==> config.mk <==
export PLATFORM = sky130hd
export DESIGN_NAME = wake_timer_flat
export DESIGN_NICKNAME = d
export VERILOG_FILES = /design/src/rtl/wake_timer_pkg.sv /design/src/rtl/wishbone_slave_if.sv /design/src/rtl/wake_timer_tick_gen.sv /design/src/rtl/wake_timer.sv /design/src/flat_wrapper.sv
export SDC_FILE = /design/constraint.sdc
export NUM_CORES = 1
export LEC_CHECK = 0
export ABC_CLOCK_PERIOD_IN_PS = 2700
export CORE_MARGIN = 5
export CORE_UTILIZATION = 45
export DETAILED_ROUTE_END_ITERATION = 7
export HOLD_SLACK_MARGIN = 0.15
export PLACE_DENSITY = 0.72
export SETUP_SLACK_MARGIN = 0.05
export SLEW_MARGIN = 20
export SYNTH_ARGS = -nofsm -noshare
export SYNTH_HDL_FRONTEND = slang
export SYNTH_SLANG_ARGS = --single-unit
export TNS_END_PERCENT = 100
==> constraint.sdc <==
create_clock -name clk_i -period 2.7 [get_ports clk_i]
set_input_delay 0.27 -clock clk_i [delete_from_list [all_inputs] [get_ports clk_i]]
set_output_delay 0.27 -clock clk_i [all_outputs]
set_load 0.01 [all_outputs]
==> src/rtl/wake_timer_pkg.sv <==
// Shared constants for the wake timer: register indices, bit positions,
// day length and the bus handshake state type.
package wake_timer_pkg;

  // Word indices decoded from adr_i[3:2]
  localparam logic [1:0] REG_CTRL   = 2'd0;
  localparam logic [1:0] REG_TIME   = 2'd1;
  localparam logic [1:0] REG_ALARM  = 2'd2;
  localparam logic [1:0] REG_STATUS = 2'd3;

  // CTRL bit positions
  localparam int CTRL_RUN_BIT      = 0;
  localparam int CTRL_ALARM_EN_BIT = 1;

  // STATUS bit positions (both write-one-to-clear)
  localparam int STATUS_FIRED_BIT     = 0;
  localparam int STATUS_TICK_SEEN_BIT = 1;

  // Seconds of day run 0 .. SECONDS_PER_DAY-1
  localparam int unsigned SECONDS_PER_DAY = 86400;

  // Bus handshake states
  typedef enum logic {
    ST_IDLE = 1'b0,
    ST_RESP = 1'b1
  } bus_state_e;

endpackage

==> src/rtl/wishbone_slave_if.sv <==
// Minimal Wishbone classic bundle used by the wake timer.
interface wishboneSlave #(
  parameter int DATA_W = 32
);
  logic [31:0]         adr_i;
  logic [DATA_W-1:0]   dat_i;
  logic [DATA_W-1:0]   dat_o;
  logic [DATA_W/8-1:0] sel_i;
  logic                we_i;
  logic                stb_i;
  logic                cyc_i;
  logic                ack_o;
  logic                err_o;
  logic                rty_o;
  logic                tgd_o;

  modport slave (
    input  adr_i, dat_i, sel_i, we_i, stb_i, cyc_i,
    output dat_o, ack_o, err_o, rty_o, tgd_o
  );

  modport master (
    output adr_i, dat_i, sel_i, we_i, stb_i, cyc_i,
    input  dat_o, ack_o, err_o, rty_o, tgd_o
  );
endinterface

==> src/rtl/wake_timer_tick_gen.sv <==
// One-second prescaler: pulses tick_o for one cycle every CLK_HZ cycles
// while run_i is high. restart_i realigns the second boundary to now.
module tick_gen #(
  parameter int CLK_HZ = 50000000
) (
  input  logic clk_i,
  input  logic rst_n_i,
  input  logic run_i,
  input  logic restart_i,
  output logic tick_o
);
  localparam int CNT_W = (CLK_HZ > 1) ? $clog2(CLK_HZ) : 1;
  localparam logic [CNT_W-1:0] CNT_MAX = CNT_W'(CLK_HZ - 1);

  logic [CNT_W-1:0] r_count;

  // Tick fires on the last count of each second, only while running
  assign tick_o = run_i & (r_count == CNT_MAX);

  // Count cycles within the current second; hold at 0 when stopped
  always_ff @(posedge clk_i or negedge rst_n_i) begin
    if (!rst_n_i) begin
      r_count <= '0;
    end else if (!run_i || restart_i || tick_o) begin
      r_count <= '0;
    end else begin
      r_count <= r_count + CNT_W'(1);
    end
  end
endmodule

==> src/rtl/wake_timer.sv <==
// Time-of-day counter with alarm, exposed as four Wishbone registers.
// Every request is answered in the following cycle with ack or err.
module wake_timer
  import wake_timer_pkg::*;
#(
  parameter int CLK_HZ = 50000000,
  parameter int DATA_W = 32
) (
  input  logic        clk_i,
  input  logic        rst_n_i,
  wishboneSlave.slave bus,
  output logic        irq_o
);
  localparam int NB = DATA_W / 8;
  localparam logic [DATA_W-1:0] DAY_C  = DATA_W'(SECONDS_PER_DAY);
  localparam logic [DATA_W-1:0] LAST_C = DATA_W'(SECONDS_PER_DAY - 1);

  bus_state_e        r_state;
  bus_state_e        w_state_next;
  logic              r_run;
  logic              r_alarm_en;
  logic              r_fired;
  logic              r_tick_seen;
  logic [DATA_W-1:0] r_time;
  logic [DATA_W-1:0] r_alarm;
  logic [DATA_W-1:0] r_rdata;
  logic              r_err;

  logic [1:0]        w_idx;
  logic              w_req;
  logic              w_wr;
  logic [DATA_W-1:0] w_rdata;
  logic [DATA_W-1:0] w_merged;
  logic              w_bad;
  logic              w_ctrl_wr;
  logic              w_time_wr;
  logic              w_alarm_wr;
  logic              w_status_wr;
  logic              w_tick;
  logic              w_tick_eff;
  logic [DATA_W-1:0] w_time_inc;
  logic              w_fire;
  logic              w_clr_fired;
  logic              w_clr_seen;
  logic [31:0]       w_unused_adr;

  assign w_idx        = bus.adr_i[3:2];
  assign w_unused_adr = bus.adr_i;
  assign w_req        = (r_state == ST_IDLE) & bus.cyc_i & bus.stb_i;
  assign w_wr         = w_req & bus.we_i;

  // Addressed register value as seen in the request cycle
  always_comb begin
    w_rdata = '0;
    case (w_idx)
      REG_CTRL: begin
        w_rdata[CTRL_RUN_BIT]      = r_run;
        w_rdata[CTRL_ALARM_EN_BIT] = r_alarm_en;
      end
      REG_TIME:  w_rdata = r_time;
      REG_ALARM: w_rdata = r_alarm;
      default: begin
        w_rdata[STATUS_FIRED_BIT]     = r_fired;
        w_rdata[STATUS_TICK_SEEN_BIT] = r_tick_seen;
      end
    endcase
  end

  // Byte-lane merge: unselected lanes keep the current register contents
  generate
    for (genvar gi = 0; gi < NB; gi++) begin : g_lane
      assign w_merged[gi*8 +: 8] = bus.sel_i[gi] ? bus.dat_i[gi*8 +: 8] : w_rdata[gi*8 +: 8];
    end
  endgenerate

  // Out-of-range time values are refused with err and leave the register alone
  assign w_bad       = w_wr & ((w_idx == REG_TIME) | (w_idx == REG_ALARM)) & (w_merged >= DAY_C);
  assign w_ctrl_wr   = w_wr & (w_idx == REG_CTRL);
  assign w_time_wr   = w_wr & (w_idx == REG_TIME) & ~w_bad;
  assign w_alarm_wr  = w_wr & (w_idx == REG_ALARM) & ~w_bad;
  assign w_status_wr = w_wr & (w_idx == REG_STATUS);

  // W1C looks only at written data in lane 0, never at merged old contents
  assign w_clr_fired = w_status_wr & bus.sel_i[0] & bus.dat_i[STATUS_FIRED_BIT];
  assign w_clr_seen  = w_status_wr & bus.sel_i[0] & bus.dat_i[STATUS_TICK_SEEN_BIT];

  // A software time write overrides a coincident tick entirely
  assign w_tick_eff = w_tick & ~w_time_wr;
  assign w_time_inc = (r_time == LAST_C) ? '0 : r_time + DATA_W'(1);
  assign w_fire     = w_tick_eff & r_alarm_en & (w_time_inc == r_alarm);

  tick_gen #(
    .CLK_HZ (CLK_HZ)
  ) u_tick_gen (
    .clk_i     (clk_i),
    .rst_n_i   (rst_n_i),
    .run_i     (r_run),
    .restart_i (w_time_wr),
    .tick_o    (w_tick)
  );

  // Bus FSM state register
  always_ff @(posedge clk_i or negedge rst_n_i) begin
    if (!rst_n_i) r_state <= ST_IDLE;
    else          r_state <= w_state_next;
  end

  // Bus FSM next state: one response cycle per accepted request
  always_comb begin
    w_state_next = r_state;
    case (r_state)
      ST_IDLE: if (bus.cyc_i & bus.stb_i) w_state_next = ST_RESP;
      ST_RESP: w_state_next = ST_IDLE;
    endcase
  end

  // Bus FSM outputs: response only while in RESP
  always_comb begin
    bus.ack_o = (r_state == ST_RESP) & ~r_err;
    bus.err_o = (r_state == ST_RESP) &  r_err;
    bus.dat_o = (r_state == ST_RESP) ? r_rdata : '0;
  end

  assign bus.rty_o = 1'b0;
  assign bus.tgd_o = 1'b0;

  // Capture read data and response kind at the accepting edge
  always_ff @(posedge clk_i or negedge rst_n_i) begin
    if (!rst_n_i) begin
      r_rdata <= '0;
      r_err   <= 1'b0;
    end else if (w_req) begin
      r_rdata <= w_rdata;
      r_err   <= w_bad;
    end else begin
      r_rdata <= '0;
      r_err   <= 1'b0;
    end
  end

  // CTRL register
  always_ff @(posedge clk_i or negedge rst_n_i) begin
    if (!rst_n_i) begin
      r_run      <= 1'b0;
      r_alarm_en <= 1'b0;
    end else if (w_ctrl_wr) begin
      r_run      <= w_merged[CTRL_RUN_BIT];
      r_alarm_en <= w_merged[CTRL_ALARM_EN_BIT];
    end
  end

  // TIME and ALARM registers
  always_ff @(posedge clk_i or negedge rst_n_i) begin
    if (!rst_n_i) begin
      r_time  <= '0;
      r_alarm <= '0;
    end else begin
      if (w_time_wr)       r_time <= w_merged;
      else if (w_tick_eff) r_time <= w_time_inc;
      if (w_alarm_wr)      r_alarm <= w_merged;
    end
  end

  // STATUS flags: hardware set beats a simultaneous software clear
  always_ff @(posedge clk_i or negedge rst_n_i) begin
    if (!rst_n_i) begin
      r_fired     <= 1'b0;
      r_tick_seen <= 1'b0;
    end else begin
      r_fired     <= w_fire | (r_fired & ~w_clr_fired);
      r_tick_seen <= w_tick | (r_tick_seen & ~w_clr_seen);
    end
  end

  assign irq_o = r_fired & r_alarm_en;
endmodule

==> src/flat_wrapper.sv <==
// flat-port wrapper written by rule: the top's interface ports become plain ports
module wake_timer_flat import wake_timer_pkg::*;
#(
  parameter int CLK_HZ = 50000000,
  parameter int DATA_W = 32
)
  (clk_i, rst_n_i, irq_o, bus_adr_i, bus_dat_i, bus_sel_i, bus_we_i, bus_stb_i, bus_cyc_i, bus_dat_o, bus_ack_o, bus_err_o, bus_rty_o, bus_tgd_o);
  wishboneSlave #(.DATA_W(DATA_W)) bus_i ();
  input  logic clk_i;
  input  logic rst_n_i;
  output logic irq_o;
  input wire logic [$bits(bus_i.adr_i)-1:0] bus_adr_i;
  input wire logic [$bits(bus_i.dat_i)-1:0] bus_dat_i;
  input wire logic [$bits(bus_i.sel_i)-1:0] bus_sel_i;
  input wire logic [$bits(bus_i.we_i)-1:0] bus_we_i;
  input wire logic [$bits(bus_i.stb_i)-1:0] bus_stb_i;
  input wire logic [$bits(bus_i.cyc_i)-1:0] bus_cyc_i;
  output wire logic [$bits(bus_i.dat_o)-1:0] bus_dat_o;
  output wire logic [$bits(bus_i.ack_o)-1:0] bus_ack_o;
  output wire logic [$bits(bus_i.err_o)-1:0] bus_err_o;
  output wire logic [$bits(bus_i.rty_o)-1:0] bus_rty_o;
  output wire logic [$bits(bus_i.tgd_o)-1:0] bus_tgd_o;
  assign bus_i.adr_i = bus_adr_i;
  assign bus_i.dat_i = bus_dat_i;
  assign bus_i.sel_i = bus_sel_i;
  assign bus_i.we_i = bus_we_i;
  assign bus_i.stb_i = bus_stb_i;
  assign bus_i.cyc_i = bus_cyc_i;
  assign bus_dat_o = bus_i.dat_o;
  assign bus_ack_o = bus_i.ack_o;
  assign bus_err_o = bus_i.err_o;
  assign bus_rty_o = bus_i.rty_o;
  assign bus_tgd_o = bus_i.tgd_o;
  wake_timer #(.CLK_HZ(CLK_HZ), .DATA_W(DATA_W)) u_core (.clk_i(clk_i), .rst_n_i(rst_n_i), .bus(bus_i), .irq_o(irq_o));
endmodule
==> impl_metrics.json <==
{
  "finalPower_mw": 7.32,
  "grt_pass1_vias": 7114,
  "synth_area_leaders": "dfrtp_1 41%, nor2_1 6.4%, xor2_1 5.0%, xnor2_1 4.8%, nand2_1 4.1%",
  "grt_max_degree": 45,
  "crit_fanout": 6,
  "wl_per_cell_um": 18.7,
  "cts.clk_slew.worst_paths_ps": 60,
  "ant_nets": 0,
  "register_area_um2": 3200,
  "ys_types": 68,
  "skew_ps": 11.5,
  "ys_seq_area_frac": 0.412,
  "synth_edf_count": 0,
  "layout-drive-gt1-share": 0.230,
  "cts_root_buf": "clkbuf_16",
  "gp_congestion": 1.00,
  "synth_ff_type": "dfrtp_1",
  "hold_viol_final": 0,
  "yosysMostFrequentCell": "nor2_1",
  "finalSetupViolCount": 0,
  "syn_avg_cell_area_um2": 8.77,
  "htree_num_levels": 4,
  "numCtsBuffers": 17,
  "fin_crit_sh": 0.982,
  "nFillCells": 1394,
  "fp-row-count": 48,
  "maxCapViolations": 0,
  "antenna_found_initial": 0,
  "synth_common_cells": "133 x nor2_1, 128 x dfrtp_1, 85 x nand2_1, 55 x o21ai_0, 51 x a21oi_1",
  "clk_latency_ps": 420,
  "end_kind": "flip-flop",
  "antenna_cells": 0,
  "synth-async-reset-ratio": 1.00,
  "period_needed_ps": 2650,
  "via_per_inst": 5.67,
  "synthCells": 887,
  "fp.dieH_um": 141,
  "dpl.hpwl_um": 17000,
  "p_leak_nw": 4.46,
  "grt_first_pass_wirelength_um": 38300,
  "cts.path.max_buffers": 2,
  "preCtsSetupSlack_ps": -841,
  "multi_input_area_um2": 4380,
  "rsz0062_at_grt": "true",
  "slew_headroom": 0.628,
  "power_density_nw_per_um2": 687,
  "vdd_drop_max_uv": 433,
  "dieWidth_um": 141,
  "area_growth_pct": 36.9,
  "layout_setup_ws_ps": 49.5,
  "io_pins": 110,
  "fmax_mhz": 377,
  "final_max_slew_viol_count": 0,
  "ys_ff_latch": 128,
  "worst_pin_slew_ps": 557,
  "dieArea_um2": 20000,
  "dpl.cell_count": 1246,
  "drc_errors": 0,
  "netlist_area_um2": 7780,
  "dr_total_vias": 7374,
  "grt_usage": 0.242,
  "worstPathArrival_ps": 2960,
  "path_class": "reg2reg",
  "utilization": 0.622,
  "nets": 1145,
  "core_area_um2": 17100,
  "synth_top_area_frac": 0.412,
  "hold_class": "in2async",
  "yosys_warnings": 0,
  "start_util": 0.454,
  "startpoint_type": "flip-flop",
  "status": "finished, final reports clean",
  "holdWs_ps": 373,
  "drt-total-wl_um": 24300,
  "stdcell_count": 1301,
  "clkSinkCount": 128,
  "drt-initial-drc-count": 824,
  "synth.largest_area_cell": "dfrtp_1",
  "numPortBuffers": 77,
  "crit_required_ps": 3010,
  "overflow": 0,
  "cts_tree": "done",
  "dr.pass1.iters": 5
}
==> metal layers <==
metal / GRT usage / vias to the layer above / part of all wire
li1: - / 3436 / -
met1: 0.345 / 3557 / 0.44
met2: 0.381 / 338 / 0.47
met3: 0.0391 / 43 / 0.077
met4: 0.0747 / 0 / 0.020
met5: 0 / - / 0
==> cells in the final DEF (no fill, tap or decap), drive strengths merged, types with 11 or more instances in the layout <==
cell,instances
buf,146
nor2,133
dfrtp,128
nand2,85
clkdlybuf4s50,73
o21ai,57
a21oi,51
xor2,44
xnor2,43
and2,39
a22oi,25
mux2,24
nand3,22
clkbuf,20
nand4,18
nor3,16
inv,12
nor4,12
and3,11
==> metrics by stage <==
stage          setup TNS [ps]  cell area [µm²]
2_1_floorplan               0             7810
3_3_place_gp           -55340             9520
3_5_place_dp           -62740             9520
4_1_cts                     0            10400
5_1_grt                 -69.7            10600
6_report                    0            10600
==> power breakdown <==
group | leakage, nW | switching, mW | internal (mW)
clock network | 0.315 | 0.842 | 1.71
logic | 2.47 | 1.11 | 1.03
registers | 1.67 | 0.415 | 2.20
==> cells by family after synthesis <==
kind of cell,Yosys count,synth area share
and+or+nand+nor,378,0.244
AOI/OAI and AO/OA,180,0.143
DFF,128,0.412
xor gates and xnor gates,87,0.0980
buffers and inverters,80,0.0536
muxes,26,0.0373
adders and majority gates,7,0.0113
other,1,0.000482
==> path summary, 6_finish.rpt <==
kind / startpoint / end / slack, ps / cells after the start
min: rst_n_i / u_core.u_tick_gen.r_count[15] / 370 / 2
max in group asynchronous: rst_n_i / u_core.r_alarm[25] / 1680 / 3
min in group clk_i: bus_dat_i[31] / u_core.r_alarm[31] / 420 / 5
max: u_core.r_time[12] / u_core.r_time[7] / 50 / 9
max reg2reg: u_core.r_time[12] / u_core.r_time[7] / 50 / 9
min reg2reg: u_core.r_tick_seen / u_core.r_tick_seen / 520 / 2
==> flip-flops by register name, indices dropped and copies added (netlist names) <==
signal and count:
u_core.r_alarm 32, u_core.r_alarm_en 1, u_core.r_err 1, u_core.r_fired 1, u_core.r_rdata 32, u_core.r_run 1, u_core.r_state 1, u_core.r_tick_seen 1
u_core.r_time 32, u_core.u_tick_gen.r_count 26
==> final cells by class <==
type                       count  area share
multi-input combinational    681       0.411
sequential                   128       0.301
clock inverter                12      0.0203
clock buffer                  18      0.0403
timing repair buffer         225       0.196
tap                          225      0.0264
inverter                      12     0.00423
==> critical path, stage by stage, from the launching register on <==
cell and delay (ps):
dfrtp_1 400, buf_4 170, a22oi_1 400, o21ai_1 190, a211o_1 340, a41oi_2 170, buf_4 150, and3_4 250
buf_6 140, mux2_2 330
==> repair_timing <==
item | in CTS | in global routing
endpoints found under the setup margin | 91 | 76
gates cloned | 3 | 2
hold buffers | 1 | 0
pin swaps | 11 | 13
hold endpoints to repair | 40 | 0
setup buffers | 11 | 9
resized for setup | 36 | 24
No activity file was read; power rests on OpenSTA's default activity.
